File: config.mk
export PLATFORM = sky130hd
export DESIGN_NAME = cdf_lut_builder_flat
export DESIGN_NICKNAME = d
export VERILOG_FILES = /design/src/rtl/cdf_lut_if.sv /design/src/rtl/cdf_lut_builder.sv /design/src/flat_wrapper.sv
export SDC_FILE = /design/constraint.sdc
export NUM_CORES = 1
export LEC_CHECK = 0
export ABC_AREA = 1
export BUFFER_PORTS_ARGS = -buffer_cell sky130_fd_sc_hd__buf_2
export CAP_MARGIN = 15
export CORE_UTILIZATION = 48
export DETAILED_ROUTE_END_ITERATION = 6
export PLACE_DENSITY = 0.68
export SLEW_MARGIN = 20
export SYNTH_ARGS = -nofsm -noshare
export SYNTH_HDL_FRONTEND = slang
export SYNTH_SLANG_ARGS = --single-unit
File: constraint.sdc
create_clock -name clock -period 13.5 [get_ports clock]
set_input_delay 2.7 -clock clock [delete_from_list [all_inputs] [get_ports clock]]
set_output_delay 2.7 -clock clock [all_outputs]
set_load 0.05 [all_outputs]
File: src/rtl/cdf_lut_if.sv
// Bus bundle for the CDF-to-LUT builder: control, CDF read port and LUT write port.
interface cdf_lut_if;
    logic         start;
    logic [19:0]  cdf_min;
    logic [19:0]  pixel_total;
    logic [15:0]  base_address;
    logic [15:0]  CDF_ReadAddress;
    logic [127:0] CDF_ReadBus;
    logic         lut_we;
    logic [7:0]   lut_addr;
    logic [7:0]   lut_data;
    logic         busy;
    logic         done;

    modport master (
        output start, cdf_min, pixel_total, base_address, CDF_ReadBus,
        input  CDF_ReadAddress, lut_we, lut_addr, lut_data, busy, done
    );

    modport slave (
        input  start, cdf_min, pixel_total, base_address, CDF_ReadBus,
        output CDF_ReadAddress, lut_we, lut_addr, lut_data, busy, done
    );
endinterface

File: src/rtl/cdf_lut_builder.sv
// Builds the 256-entry histogram-equalization LUT from the stored CDF table
// using a fixed-latency restoring divider per bin.
module cdf_lut_builder #(
    parameter int NUM_WORDS = 64,
    parameter int DIV_BITS  = 29
) (
    input logic      clock,
    input logic      reset,
    cdf_lut_if.slave bus
);
    localparam int WW = $clog2(NUM_WORDS);
    localparam int CW = $clog2(DIV_BITS);

    typedef enum logic [2:0] {
        IDLE, READ, LATCH, SETUP, DIV, WRITE, DONE
    } state_t;

    state_t state, nxt;

    logic [19:0]         cmin, ptot, den, rem;
    logic [15:0]         base, rd_addr;
    logic [127:0]        wreg;
    logic [WW-1:0]       word;
    logic [1:0]          lane;
    logic [CW-1:0]       cnt;
    logic [DIV_BITS-1:0] dq;
    logic                bypass, ge;
    logic [7:0]          lut_addr_q, lut_data_q;

    logic [19:0]         cdf, den_c, r_nxt;
    logic [DIV_BITS-1:0] num_c, q_fin;
    logic [20:0]         r_sh, r_sub;
    logic                qbit, last_step, last_word;
    logic                we, bsy, dn;

    always_comb begin
        cdf   = wreg[{lane, 5'd0} +: 20];
        den_c = (ptot > cmin) ? ptot - cmin : 20'd0;
        num_c = '0;
        if (cdf >= cmin)
            num_c = DIV_BITS'(cdf - cmin) * DIV_BITS'(255)
                  + DIV_BITS'(den_c >> 1);
        // Shift in the next numerator bit, subtract when it fits
        r_sh  = {rem, dq[DIV_BITS-1]};
        r_sub = r_sh - {1'b0, den};
        qbit  = (r_sh >= {1'b0, den});
        r_nxt = qbit ? r_sub[19:0] : r_sh[19:0];
        q_fin = {dq[DIV_BITS-2:0], qbit};
        last_step = (cnt == CW'(DIV_BITS - 1));
        last_word = (word == WW'(NUM_WORDS - 1));
    end

    always_comb begin
        nxt = state;
        we  = 1'b0;
        bsy = 1'b0;
        dn  = 1'b0;
        unique case (state)
            IDLE:  if (bus.start) nxt = READ;
            READ:  begin bsy = 1'b1; nxt = LATCH; end
            LATCH: begin bsy = 1'b1; nxt = SETUP; end
            SETUP: begin bsy = 1'b1; nxt = DIV; end
            DIV: begin
                bsy = 1'b1;
                if (last_step) nxt = WRITE;
            end
            WRITE: begin
                bsy = 1'b1;
                we  = 1'b1;
                if (lane != 2'd3) nxt = SETUP;
                else if (!last_word) nxt = READ;
                else nxt = DONE;
            end
            DONE: begin dn = 1'b1; nxt = IDLE; end
            default: nxt = IDLE;
        endcase
    end

    always_ff @(posedge clock) begin
        if (reset) begin
            state      <= IDLE;
            cmin       <= '0;
            ptot       <= '0;
            base       <= '0;
            rd_addr    <= '0;
            wreg       <= '0;
            word       <= '0;
            lane       <= '0;
            cnt        <= '0;
            den        <= '0;
            rem        <= '0;
            dq         <= '0;
            bypass     <= 1'b0;
            ge         <= 1'b0;
            lut_addr_q <= '0;
            lut_data_q <= '0;
        end else begin
            state <= nxt;
            unique case (state)
                IDLE: if (bus.start) begin
                    cmin    <= bus.cdf_min;
                    ptot    <= bus.pixel_total;
                    base    <= bus.base_address;
                    rd_addr <= bus.base_address;
                    word    <= '0;
                    lane    <= '0;
                end
                LATCH: wreg <= bus.CDF_ReadBus;
                SETUP: begin
                    den    <= den_c;
                    dq     <= num_c;
                    rem    <= '0;
                    cnt    <= '0;
                    bypass <= (den_c == 20'd0);
                    ge     <= (cdf >= cmin);
                end
                DIV: begin
                    rem <= r_nxt;
                    dq  <= q_fin;
                    cnt <= cnt + 1'b1;
                    if (last_step) begin
                        lut_addr_q <= 8'({word, lane});
                        if (bypass)
                            lut_data_q <= ge ? 8'hFF : 8'h00;
                        else if (|q_fin[DIV_BITS-1:8])
                            lut_data_q <= 8'hFF;
                        else
                            lut_data_q <= q_fin[7:0];
                    end
                end
                WRITE: begin
                    if (lane != 2'd3) begin
                        lane <= lane + 1'b1;
                    end else if (!last_word) begin
                        lane    <= '0;
                        word    <= word + 1'b1;
                        rd_addr <= base + 16'(word) + 16'd1;
                    end
                end
                default: ;
            endcase
        end
    end

    assign bus.CDF_ReadAddress = rd_addr;
    assign bus.lut_we          = we;
    assign bus.lut_addr        = lut_addr_q;
    assign bus.lut_data        = lut_data_q;
    assign bus.busy            = bsy;
    assign bus.done            = dn;
endmodule

File: src/flat_wrapper.sv
// flat-port wrapper written by rule: the top's interface ports become plain ports
module cdf_lut_builder_flat 
#(
    parameter int NUM_WORDS = 64,
    parameter int DIV_BITS  = 29
)
  (clock, reset, bus_start, bus_cdf_min, bus_pixel_total, bus_base_address, bus_CDF_ReadBus, bus_CDF_ReadAddress, bus_lut_we, bus_lut_addr, bus_lut_data, bus_busy, bus_done);
  cdf_lut_if bus_i ();
  input logic clock;
  input logic reset;
  input wire logic [$bits(bus_i.start)-1:0] bus_start;
  input wire logic [$bits(bus_i.cdf_min)-1:0] bus_cdf_min;
  input wire logic [$bits(bus_i.pixel_total)-1:0] bus_pixel_total;
  input wire logic [$bits(bus_i.base_address)-1:0] bus_base_address;
  input wire logic [$bits(bus_i.CDF_ReadBus)-1:0] bus_CDF_ReadBus;
  output wire logic [$bits(bus_i.CDF_ReadAddress)-1:0] bus_CDF_ReadAddress;
  output wire logic [$bits(bus_i.lut_we)-1:0] bus_lut_we;
  output wire logic [$bits(bus_i.lut_addr)-1:0] bus_lut_addr;
  output wire logic [$bits(bus_i.lut_data)-1:0] bus_lut_data;
  output wire logic [$bits(bus_i.busy)-1:0] bus_busy;
  output wire logic [$bits(bus_i.done)-1:0] bus_done;
  assign bus_i.start = bus_start;
  assign bus_i.cdf_min = bus_cdf_min;
  assign bus_i.pixel_total = bus_pixel_total;
  assign bus_i.base_address = bus_base_address;
  assign bus_i.CDF_ReadBus = bus_CDF_ReadBus;
  assign bus_CDF_ReadAddress = bus_i.CDF_ReadAddress;
  assign bus_lut_we = bus_i.lut_we;
  assign bus_lut_addr = bus_i.lut_addr;
  assign bus_lut_data = bus_i.lut_data;
  assign bus_busy = bus_i.busy;
  assign bus_done = bus_i.done;
  cdf_lut_builder #(.NUM_WORDS(NUM_WORDS), .DIV_BITS(DIV_BITS)) u_core (.clock(clock), .reset(reset), .bus(bus_i));
endmodule
-- After elaboration in Yosys (flattened, before gate mapping)
Cells that the tools add are included.
- order comparisons: 3
- bitwise gates (word level): 0
- muxes and demuxes: 29
- reductions and logical operators: 11
- shift-type cells: 1
- divide/modulo/power cells: 0
- $mul: 1
- eq/ne operators: 14
- $add $sub $neg: 9
- operator list (cell ; number):
    $shiftx 128x8->20 ; 1
    $pmux 29 s2 ; 1
    $mux 16 ; 3
    $mux 20 ; 2
    $pmux 20 s2 ; 1
    $sub 20x20->20 ; 2
    $pmux 16 s2 ; 1
    $add 29x19->29 ; 1
    $mul 29x8->29 const B ; 1
    $mux 29 ; 1
    $mux 8 ; 3
    $ge 21x20->1 ; 1
    $reduce_or 21->1 ; 1
    $sub 20x20->21 ; 1
    $ge 20x20->1 ; 1
    $gt 20x20->1 ; 1
    $logic_not 20->1 ; 1
    $mux 6 ; 3
    $pmux 3 s6 ; 1
    $add 16x1->16 const B ; 1
    $add 16x6->16 ; 1
    $mux 3 ; 4
    $pmux 6 s2 ; 1
    $pmux 5 s2 ; 1
    20 further kinds ; 33
- bits in latches: 0
- ROM bits: 0
- register bits: 303
- memories: 0
- bits in writable memories: 0
- output and inout bits: 35

-- Depth between registers and ports, before layout
Gate-level depths: netlist (run 1).
- depth in word-level cells: 6
- depth in mapped cells: 41
- gate-level depth less buffers: 40

-- Worst setup path before layout (run 1)
OpenSTA, ideal clock, no wires.
- path type: register to register
- from: register u_core.lane[0]
- to: register u_core.dq[22]
- library setup time: 0.128 ns
- data arrival time: 6.191 ns
- period minus slack after synthesis: 6.319 ns
- stages on the path, launching flop included: 31
- setup slack: 7.181 ns
- path buffers: 1
- path through: dfxtp_1 > inv_1 > clkbuf_1 > nand2_1 > a32o_1 > ha_1 > fa_1 > inv_1 > nand2_1 > a21oi_2 > nand2_1 > nand2_2 > xor2_1 > fa_1 > fa_1 > fa_1 > inv_1 > fa_1 > inv_1 > ha_1 > nand2_1 > inv_1 > nand3_1 > o21ai_0 > a21oi_1 > o21bai_1 > nand2_1 > nand2_1 > a21oi_1 > a21oi_1 > nor2_1
- longest elaborated chain between the ends: 6
- elaborated cells between the ends (all ways): 7
- classes of those cells: add/sub (2); mul (1); order compare (1); shift (1); mux (2)
- RTL lines (what ; RTL line ; RTL):
    start: declaration ; cdf_lut_builder.sv:24 ; logic [1:0] lane;
    start signal: assignment ; cdf_lut_builder.sv:133 ; lane <= lane + 1'b1;
    $shiftx 128x8->20 (*) ; cdf_lut_builder.sv:37 ; cdf = wreg[{lane, 5'd0} +: 20];
    $sub 20x20->21 ; cdf_lut_builder.sv:41 ; num_c = DIV_BITS'(cdf - cmin) * DIV_BITS'(255)
    $mul 29x8->29 ; cdf_lut_builder.sv:41 ;
    $add 29x19->29 ; cdf_lut_builder.sv:42 ; + DIV_BITS'(den_c >> 1);
    $mux 29 (*) ; cdf_lut_builder.sv:40 ; if (cdf >= cmin)
    $pmux 29 s2 (*) ; cdf_lut_builder.sv:99 ; unique case (state)
    end signal: assignment ; cdf_lut_builder.sv:111 ; dq <= num_c;
    end signal: assignment ; cdf_lut_builder.sv:119 ; dq <= q_fin;
    end: declaration ; cdf_lut_builder.sv:26 ; logic [DIV_BITS-1:0] dq;
Every way passes the cells marked *; elsewhere a longest branch is shown, timed or not.
A chain may end at the register's enable or synchronous reset.

-- Worst setup path in the final report (run 1)
- from: register u_core.lane[1]
- to: register u_core.dq[26]
The elaborated chain is that of the path after synthesis.

==> metrics.yaml, run 1 <==
clock_skew_ps: 18.9
ant_nets: 0
synthTopCellsByArea: "dfxtp_1 26%, fa_1 10%, nand2_1 9.5%, inv_1 8.8%, ha_1 8.5%"
grt_overflow_total: 0
gp_congestion: 0.928
gr-usage-met3_pct: 2.71
path_common_cell: "nand2_1"
cts_tree: "yes"
cts_hold_buffers: 0
post-route-min-period_ps: 8210
yosys-top-cells-count: "490 x nand2_1, 451 x inv_1, 351 x nor2_1, 259 x o21ai_0, 255 x dfxtp_1"
syn_avg_cell_area_um2: 6.94
finalMaxSlewViolations: 0
async_reset_ff_share_pct: 0
ys_seq_area_share_pct: 26.5
grt_usage_pct: 25.9
rsz0062_at_grt: "no"
syn_area_mm2: 0.0193
vias_per_cell: 5.24
io_pins: 222
drive_gt1_share_pct: 10.9
critPathMaxFanout: 24
ys_types: 61
critical_path_class: "flip-flop to flip-flop"
path_clk_slew_ps: 60
crit_path_end_kind: "flip-flop"
die_y_um: 202
yosys_warnings: 0
slowest_stage: "dfxtp_1"
drt_wl_total_mm: 52.5
ys_seq_elements: 255
grt_max_degree: 126
drtIter0Drc: 1190
grt_pass1_vias: 17599
synth_top_area_share_pct: 26.5
die_w_um: 202
use_met1_pct: 35.2
clock_latency_ps: 560
drc: 0
clock_path_buffers: 3
critPathLaunchType: "flip-flop"
core_area_mm2: 0.0396
clock.fmax_mhz: 122
critPathMaxStageDelay_ps: 850
met2_usage_pct: 44.2
wire_per_inst_um: 15.3
fin_tns_setup_ps: 0
vias: 18049
drt-pass1-iter-count: 5
nNetsFinal: 3319
crit_required_ps: 13920
antenna_found_initial: 2
status: "finished clean"
synth_edf_count: 0
synth.most_common_cell: "nand2_1"
cts_root_buf: "clkbuf_16"
die_area_mm2: 0.0410
hold_class: "flip-flop to flip-flop"
cts_sinks: 255
ctsResizeCount: 0
cts_setup_buffers: 0
hold_viol_final: 0
drv_cap: 0
num_rows: 73
io_buffer_count: 173
gr-max-usage-layer: "met2"
grt_pass1_wl_mm: 87.4
fin_crit_sh_pct: 60.8
dp_hpwl_mm: 41.2
synth_fp_nets: 3198
cp.arrival_ps: 8630
synth_cells: 2779
yosysTopAreaCell: "dfxtp_1"
cts_buffers: 29
setup_violations: 0
tightest_slew_ps: 1120
cts_max_level: 1
synthToLayoutAreaGrowth_pct: 11.1
relSlewSlack_pct: 25.6
synth_flop_cell: "dfxtp_1"
start_util_pct: 48.6
## worst max-delay path: cells and delay by family, from the launching register on
kind,cells,cell delay (ps)
xor gates and xnor gates,1,680
adders and majority gates,7,3200
DFF,1,850
buffers and inverters,5,860
and+or+nand+nor,9,740
AOI/OAI and AO/OA,6,1710
## cell type report
| class | count | area [um^2] |
|---|---|---|
| repair buffers | 188 | 981 |
| multi-input cells | 1954 | 12000 |
| clock buffers | 38 | 790 |
| well taps | 525 | 657 |
| inverters | 472 | 1780 |
| flip-flops and latches | 255 | 5100 |
| fillers | 4016 | 18200 |
| clock inverters | 9 | 105 |
| diodes | 2 | 5.00 |
## cells in the final DEF (no fill, tap or decap), types with 9 or more instances in the layout
| master | n |
|---|---|
| xor2_1 | 32 |
| or2_2 | 10 |
| o211ai_1 | 15 |
| a21oi_1 | 233 |
| dfxtp_1 | 255 |
| buf_4 | 16 |
| ha_1 | 131 |
| o21ai_0 | 259 |
| clkbuf_16 | 29 |
| nand2_1 | 490 |
| o22ai_1 | 28 |
| xnor2_1 | 22 |
| nand3_1 | 87 |
| nand4_1 | 25 |
| fa_1 | 101 |
| nor2_1 | 351 |
| a211oi_1 | 14 |
| o21bai_1 | 9 |
| nor3_1 | 18 |
| inv_1 | 450 |
| buf_2 | 172 |
| nand2_2 | 24 |
| nor4_1 | 11 |
| a31oi_1 | 28 |
| inv_2 | 17 |
## metrics by stage
step,instance area (um^2),util (%),setup WS [ps],instances,hold WS (ps)
after floorplan,19300,-,7180,2779,433
final,21400,54.0,5290,3443,465
after detailed placement,20500,51.8,5340,3394,458
after global routing,21400,54.0,4760,3441,487
after CTS,21400,54.0,5320,3441,467
after global placement,20500,51.8,5330,3394,449
## per-layer routing
metal	routed length, um	up-vias	part of all wire, %
li1	-	9135	-
met1	24600	8422	47
met4	982	0	1.9
met2	24700	428	47
met5	0	-	0
met3	2270	64	4.3
## cell families after synthesis
kind of cell	after synthesis	synth area share, %
AND/OR/NAND/NOR	1040	22.6
AO/OA/AOI/OAI	621	17.6
buffers and inverters	570	11.3
flip-flops	255	26.5
adder cells (fa/ha/maj)	232	19.0
XOR/XNOR	60	3.02
other	1	0.0194
## state kept, by name, indices dropped and copies added, names as in the netlist, 8 cells and up
signal                      count
u_core.dq                      29
u_core.wreg                    80
u_core.cmin                    20
u_core.bus.lut_addr             8
u_core.ptot                    20
u_core.bus.CDF_ReadAddress     16
u_core.base                    16
u_core.rem                     20
u_core.den                     20
u_core.bus.lut_data             8
## worst paths after layout
path	from	slack, ps	end	cells past startpoint
setup / recovery	u_core.lane[1]	5290	u_core.dq[26]	28
hold / removal	u_core.ge	470	u_core.ge	2
setup reg to reg	u_core.lane[1]	5290	u_core.dq[26]	28
hold reg to reg	u_core.ge	470	u_core.ge	2
Power of run 1 is not shown: default switching activity piles up to over one toggle a cycle in this logic, so the estimate is an artifact.
==> run 2, diff against run 1 <==
Settings changed: ABC_AREA 1 to 0.
Clock period 13.5 ns to 7.8 ns, I/O delays scaled along.
==> run 2 against run 1 <==
  * Routed wire length is 7.8% lower
  * Die area is 5.2% lower
  * Sequential cell count stayed put
  * Worst setup slack worse by 5200 ps
  * Non-clock buffer count is 73 higher
==> metrics.yaml, run 2 <==
fillers: 3489  # was 4,016
yosys-top-cells-count: "420 x nand2_1, 281 x inv_1, 265 x a21oi_1, 255 x dfxtp_1, 131 x ha_1"  # was 490 x nand2_1, 451 x inv_1, 351 x nor2_1, 259 x o21ai_0, 255 x dfxtp_1
grt_pass1_wl_mm: 77.5  # was 87.4 mm
drtIter0Drc: 1089  # was 1,190
critPathMaxStageDelay_ps: 610  # was 850 ps
start_util_pct: 48.6  # about the same
cp-startpoint: "u_core.lane[0]"  # was u_core.lane[1]
top_register: "u_core.wreg"  # unchanged
dp_cells: 2903  # was 3,394
io_pins: 222  # unchanged
synth_fp_nets: 2675  # was 3,198
crit_path_end_kind: "flip-flop"  # unchanged
grt_usage_pct: 24.5  # was 25.9%
die_w_um: 197  # was 202 um
fin_crit_sh_pct: 99.1  # was 60.8%
grt_max_degree: 100  # was 126
cts_hold_buffers: 0  # unchanged
drt-pass1-iter-count: 6  # was 5
clock_latency_ps: 580  # was 560 ps
die_area_mm2: 0.0388  # was 0.0410 mm^2
yosysTopAreaCell: "dfxtp_1"  # unchanged
tightest_slew_ps: 1000  # was 1120 ps
path_clk_slew_ps: 60  # about the same
clock.fmax_mhz: 129  # was 122 MHz
gp_congestion: 0.921  # was 0.928
vias_per_cell: 5.48  # was 5.24
grt_pass1_vias: 15483  # was 17,599
drv_cap: 0  # unchanged
synthTopCellsByArea: "dfxtp_1 28%, fa_1 11%, ha_1 9.0%, nand2_1 8.6%, a21oi_1 7.3%"  # was dfxtp_1 26%, fa_1 10%, nand2_1 9.5%, inv_1 8.8%, ha_1 8.5%
critPathLaunchType: "flip-flop"  # unchanged
hp-start: "u_core.bus.lut_data[5]"  # was u_core.ge
finalMaxSlewViolations: 0  # unchanged
drive_gt1_share_pct: 16.7  # was 10.9%
synth_flop_cell: "dfxtp_1"  # unchanged
ant_nets: 0  # unchanged
synth_top_area_share_pct: 28.0  # was 26.5%
nNetsFinal: 2862  # was 3,319
core_area_mm2: 0.0376  # was 0.0396 mm^2
post-route-min-period_ps: 7730  # was 8210 ps
grt_overflow_total: 0  # unchanged
wire_per_inst_um: 16.3  # was 15.3 um
num_rows: 71  # was 73
slowest_stage: "fa_1"  # was dfxtp_1
synth_cells: 2256  # was 2,779
async_reset_ff_share_pct: 0  # unchanged
clock_skew_ps: 13.7  # was 18.9 ps
dp_hpwl_mm: 36.3  # was 41.2 mm
synthToLayoutAreaGrowth_pct: 16.9  # was 11.1%
crit_end: "u_core.dq[28]"  # was u_core.dq[26]
reg_top3: "u_core.wreg (80), u_core.dq (29)"  # unchanged
ys_seq_area_share_pct: 28.0  # was 26.5%
yosys_warnings: 0  # unchanged
synth.most_common_cell: "nand2_1"  # unchanged
worstReg2RegStart: "u_core.lane[0]"  # was u_core.lane[1]
antenna_found_initial: 4  # was 2
reg2reg_depth: 29  # was 28
die_y_um: 197  # was 202 um
r2r_slack_ps: 70  # was 5290 ps
final_cell_mix: "416 x nand2_1, 277 x inv_1, 260 x a21oi_1, 253 x dfxtp_1, 172 x buf_2"  # was 490 x nand2_1, 450 x inv_1, 351 x nor2_1, 259 x o21ai_0, 255 x dfxtp_1
cts_tree: "yes"  # unchanged
status: "finished clean"  # unchanged
cts_root_buf: "clkbuf_16"  # unchanged
critPathMaxFanout: 5  # was 24
mostFrequentLayoutCell: "nand2_1"  # unchanged
hold_viol_final: 0  # unchanged
drc: 0  # unchanged
setup_violations: 0  # unchanged
r2r_end: "u_core.dq[28]"  # was u_core.dq[26]
critical_path_class: "flip-flop to flip-flop"  # unchanged
vias: 16307  # was 18,049
largest_reg_flops: 80  # unchanged
cts_buffers: 29  # unchanged
synth_edf_count: 0  # unchanged
final_cells: 2974  # was 3,443
hold_class: "flip-flop to flip-flop"  # unchanged
relSlewSlack_pct: 33.2  # was 25.6%
ys_seq_elements: 255  # unchanged
hold_ws_ps: 447  # was 465 ps
ys_types: 84  # was 61
cts_max_level: 1  # unchanged
clock_path_buffers: 3  # unchanged
crit_required_ps: 8290  # was 13,920 ps
cp.arrival_ps: 8210  # was 8630 ps
drt_wl_total_mm: 48.4  # was 52.5 mm
cts_sinks: 255  # unchanged
syn_area_mm2: 0.0183  # was 0.0193 mm^2
syn_avg_cell_area_um2: 8.09  # was 6.94 um^2
io_buffer_count: 173  # unchanged
run 2: layout make-up:
class	instances	area, um^2	share of cell area (%)
clock buffers	40	817	3.83
repair buffers	261	1590	7.43
inverters	282	1060	4.96
diodes	1	2.50	0.0117
well taps	511	639	2.99
clock inverters	10	105	0.492
flip-flops and latches	255	5110	23.9
multi-input cells	1614	12000	56.4
run 2: worst min path at each step:
| stage | endpoint | cells past startpoint | slack (ps) |
|---|---|---|---|
| floorplan | u_core.wreg[64] | 2 | 430 |
| global placement | u_core.bus.CDF_ReadAddress[2] | 2 | 440 |
| detailed placement | u_core.wreg[71] | 2 | 440 |
| CTS | u_core.bus.lut_data[5] | 2 | 450 |
| global route | u_core.wreg[70] | 2 | 470 |
| finish | u_core.bus.lut_data[5] | 2 | 450 |
run 2: per-stage QoR:
stage	instance area (um^2)	worst slack, ps	TNS [ps]	util (%)
floorplan	18300	12.4	0	-
global placement	19900	19.6	0	53.0
detailed placement	19900	-69.8	-146	53.0
CTS	20800	24.6	0	55.5
global route	21300	-100	-128	56.8
finish	21300	72.8	0	56.8
run 2: metal layers:
layer / global-route usage (%) / routed length, um
met5: 0 / 32
met4: 6.83 / 1240
met3: 4.27 / 2810
met2: 39.3 / 22300
met1: 33.7 / 22000
run 2: cell families (layout without fill, tap and decap cells):
| group | after synthesis | after routing | synth area share (%) |
|---|---|---|---|
| AOI/OAI and AO/OA | 546 | 546 | 18.8 |
| xor gates and xnor gates | 96 | 96 | 4.95 |
| adders and majority gates | 234 | 234 | 20.2 |
| buffers and inverters | 387 | 593 | 8.11 |
| DFF | 255 | 255 | 28.0 |
| muxes | 42 | 42 | 3.69 |
| other | 1 | 2 | 0.0205 |
| and+or+nand+nor | 695 | 695 | 16.3 |
run 2: repair_timing:
| action | in CTS | in global routing |
|---|---|---|
| endpoints found under the setup margin | 4 | 10 |
| gates cloned | 0 | 1 |
| pin swaps | 0 | 29 |
| setup buffers | 0 | 19 |
| resized for setup | 2 | 62 |
run 2: critical path, delay by kind of cell, from the launching register on:
kind / cells / cell delay, ps
adders and majority gates: 6 / 2620
DFF: 1 / 390
muxes: 1 / 570
xor gates and xnor gates: 1 / 310
AOI/OAI and AO/OA: 10 / 2360
buffers and inverters: 6 / 710
and+or+nand+nor: 5 / 660
Power of run 2 is left out for the same reason.
==> run 3, diff against run 2 <==
Settings changed: CELL_PAD_IN_SITES_DETAIL_PLACEMENT from default to 0, CELL_PAD_IN_SITES_GLOBAL_PLACEMENT from default to 1, CORE_UTILIZATION 48 to 45, PLACE_DENSITY 0.68 to default, PLACE_DENSITY_LB_ADDON from default to 0.1.
==> run 3 against run 2 <==
  * Critical path depth shrank 2
  * Hold slack got worse by 0.59 ps
  * Final cell count is 0.67% higher
  * Via count shrank 3.6%
  * Non-clock buffer count did not move
  * Fmax increased by 1.8%
  * Register-to-register slack better by 140 ps
  * First-iteration DRC count is 14% lower
  * Sequential cell count unchanged
  * Die area is 6.6% higher
  * Sequential share of layout area down 0.14 points
  * Worst setup slack improved by 140 ps
==> metrics.yaml, run 3 (synthesis results as in run 2) <==
critical_path_class: "flip-flop to flip-flop"  # unchanged
drc: 0  # unchanged
die_y_um: 203  # was 197 um
finalMaxSlewViolations: 0  # unchanged
wire_per_inst_um: 16.2  # was 16.3 um
fin_crit_sh_pct: 97.3  # was 99.1%
cts_max_level: 1  # unchanged
drive_gt1_share_pct: 16.8  # was 16.7%
nNetsFinal: 2863  # was 2,862
core_area_mm2: 0.0399  # was 0.0376 mm^2
vias_per_cell: 5.25  # was 5.48
tightest_slew_ps: 1020  # was 1000 ps
grt_max_degree: 99  # was 100
setup_ws_ps: 213  # was 72.8 ps
clock_path_buffers: 3  # unchanged
synthToLayoutAreaGrowth_pct: 17.6  # was 16.9%
relSlewSlack_pct: 32.3  # was 33.2%
drtIter0Drc: 941  # was 1,089
dp_slack_ps: -81.4  # was -69.8 ps
post-route-min-period_ps: 7590  # was 7730 ps
largest_reg_flops: 80  # unchanged
clock_latency_ps: 590  # was 580 ps
grt_overflow_total: 0  # unchanged
crit_path_end_kind: "flip-flop"  # unchanged
num_rows: 73  # was 71
reg_top3: "u_core.wreg (80), u_core.dq (29)"  # unchanged
hold_viol_final: 0  # unchanged
cts_tree: "yes"  # unchanged
final_cell_mix: "418 x nand2_1, 276 x inv_1, 261 x a21oi_1, 254 x dfxtp_1, 172 x buf_2"  # was 416 x nand2_1, 277 x inv_1, 260 x a21oi_1, 253 x dfxtp_1, 172 x buf_2
vias: 15727  # was 16,307
grt_pass1_vias: 15224  # was 15,483
drv_cap: 0  # unchanged
clock.fmax_mhz: 132  # was 129 MHz
clock_skew_ps: 18.6  # was 13.7 ps
antenna_found_initial: 7  # was 4
r2r_slack_ps: 210  # was 70 ps
setup_violations: 0  # unchanged
cts_buffers: 30  # was 29
crit_required_ps: 8300  # was 8290 ps
fin_tns_setup_ps: 0  # unchanged
hp-start: "u_core.bus.lut_data[2]"  # was u_core.bus.lut_data[5]
mostFrequentLayoutCell: "nand2_1"  # unchanged
worstReg2RegStart: "u_core.lane[0]"  # unchanged
status: "finished clean"  # unchanged
dp_hpwl_mm: 36.9  # was 36.3 mm
gp_congestion: 0.922  # was 0.921
rsz0062_at_grt: "yes"
io_buffer_count: 173  # unchanged
ant_nets: 0  # unchanged
cp.arrival_ps: 8090  # was 8210 ps
crit_end: "u_core.dq[28]"  # unchanged
start_util_pct: 45.7  # was 48.6%
critPathMaxFanout: 5  # unchanged
cp-startpoint: "u_core.lane[0]"  # unchanged
critPathLaunchType: "flip-flop"  # unchanged
cts_root_buf: "clkbuf_16"  # unchanged
drt-pass1-iter-count: 6  # unchanged
drt_wl_total_mm: 48.5  # was 48.4 mm
grt_usage_pct: 23.2  # was 24.5%
path_clk_slew_ps: 60  # about the same
die_w_um: 203  # was 197 um
die_area_mm2: 0.0414  # was 0.0388 mm^2
io_pins: 222  # unchanged
hold_class: "flip-flop to flip-flop"  # unchanged
grt_pass1_wl_mm: 77.8  # was 77.5 mm
r2r_end: "u_core.dq[28]"  # unchanged
top_register: "u_core.wreg"  # unchanged
cts_sinks: 255  # unchanged
reg2reg_depth: 27  # was 29
==> run 3: cell types whose count changed in the layout (fill, tap and decap cells not counted), sizes merged <==
cell    before  now
buf        260  261
bufinv       1    4
clkbuf      41   42
clkinv       5    7
inv        283  282
==> run 3: final cells by class <==
type	count	area, um^2
Fill cell	3863	18400
Multi-Input combinational cell	1614	12000
Sequential cell	255	5110
Timing Repair Buffer	261	1560
Inverter	282	1060
Clock buffer	42	896
Tap cell	525	657
Clock inverter	14	199
Antenna cell	1	2.50
==> run 3: metal layers <==
metal	up-vias	track usage (%)	routed length, um
met1	7298	33.3	23700
met5	-	0	68
li1	8015	-	-
met2	327	36.4	21400
met4	12	5.83	1060
met3	75	3.37	2280
==> run 3: worst max-delay path, stage by stage, from the launching register on <==
cell and delay, ps:
dfxtp_4 390, buf_6 100, mux4_2 550, ha_4 270
nor2b_4 130, o31a_1 330, o31a_1 350, a221o_1 360
o31a_4 350, a21o_1 160, a21o_1 180, xnor2_2 180
inv_2 120, fa_2 570, fa_1 450, fa_1 520
inv_2 40, fa_1 470, inv_1 40, ha_2 160
or3_1 360, o221a_2 250, a31o_4 230, o41ai_4 370
nor2_1 100, a211oi_2 250, nand4_1 120, o221ai_1 100
==> run 3: what timing repair did <==
action,4_1_cts,5_1_grt
buffers inserted,0,22
pin swaps,0,36
setup endpoints to repair,1,8
gates resized for setup,1,54
hold buffers,0,0
==> run 3: worst min path at each step <==
stage | endpoint | slack [ps] | cells past startpoint
final | u_core.bus.lut_data[2] | 450 | 2
after detailed placement | u_core.bus.lut_data[2] | 440 | 2
after global routing | u_core.bus.CDF_ReadAddress[0] | 470 | 2
after CTS | u_core.bus.lut_data[2] | 450 | 2
after global placement | u_core.bus.lut_data[3] | 440 | 2
after floorplan | u_core.wreg[64] | 430 | 2
==> run 3: stage by stage <==
stage / instances / util [%] / hold WS [ps] / area [um^2]
after floorplan: 2256 / - / 433 / 18300
after global placement: 2915 / 49.9 / 437 / 19900
after CTS: 2971 / 52.6 / 450 / 21000
after detailed placement: 2915 / 49.9 / 444 / 19900
after global routing: 2993 / 53.8 / 468 / 21500
final: 2994 / 53.8 / 446 / 21500
Power of run 3 is left out for the same reason.
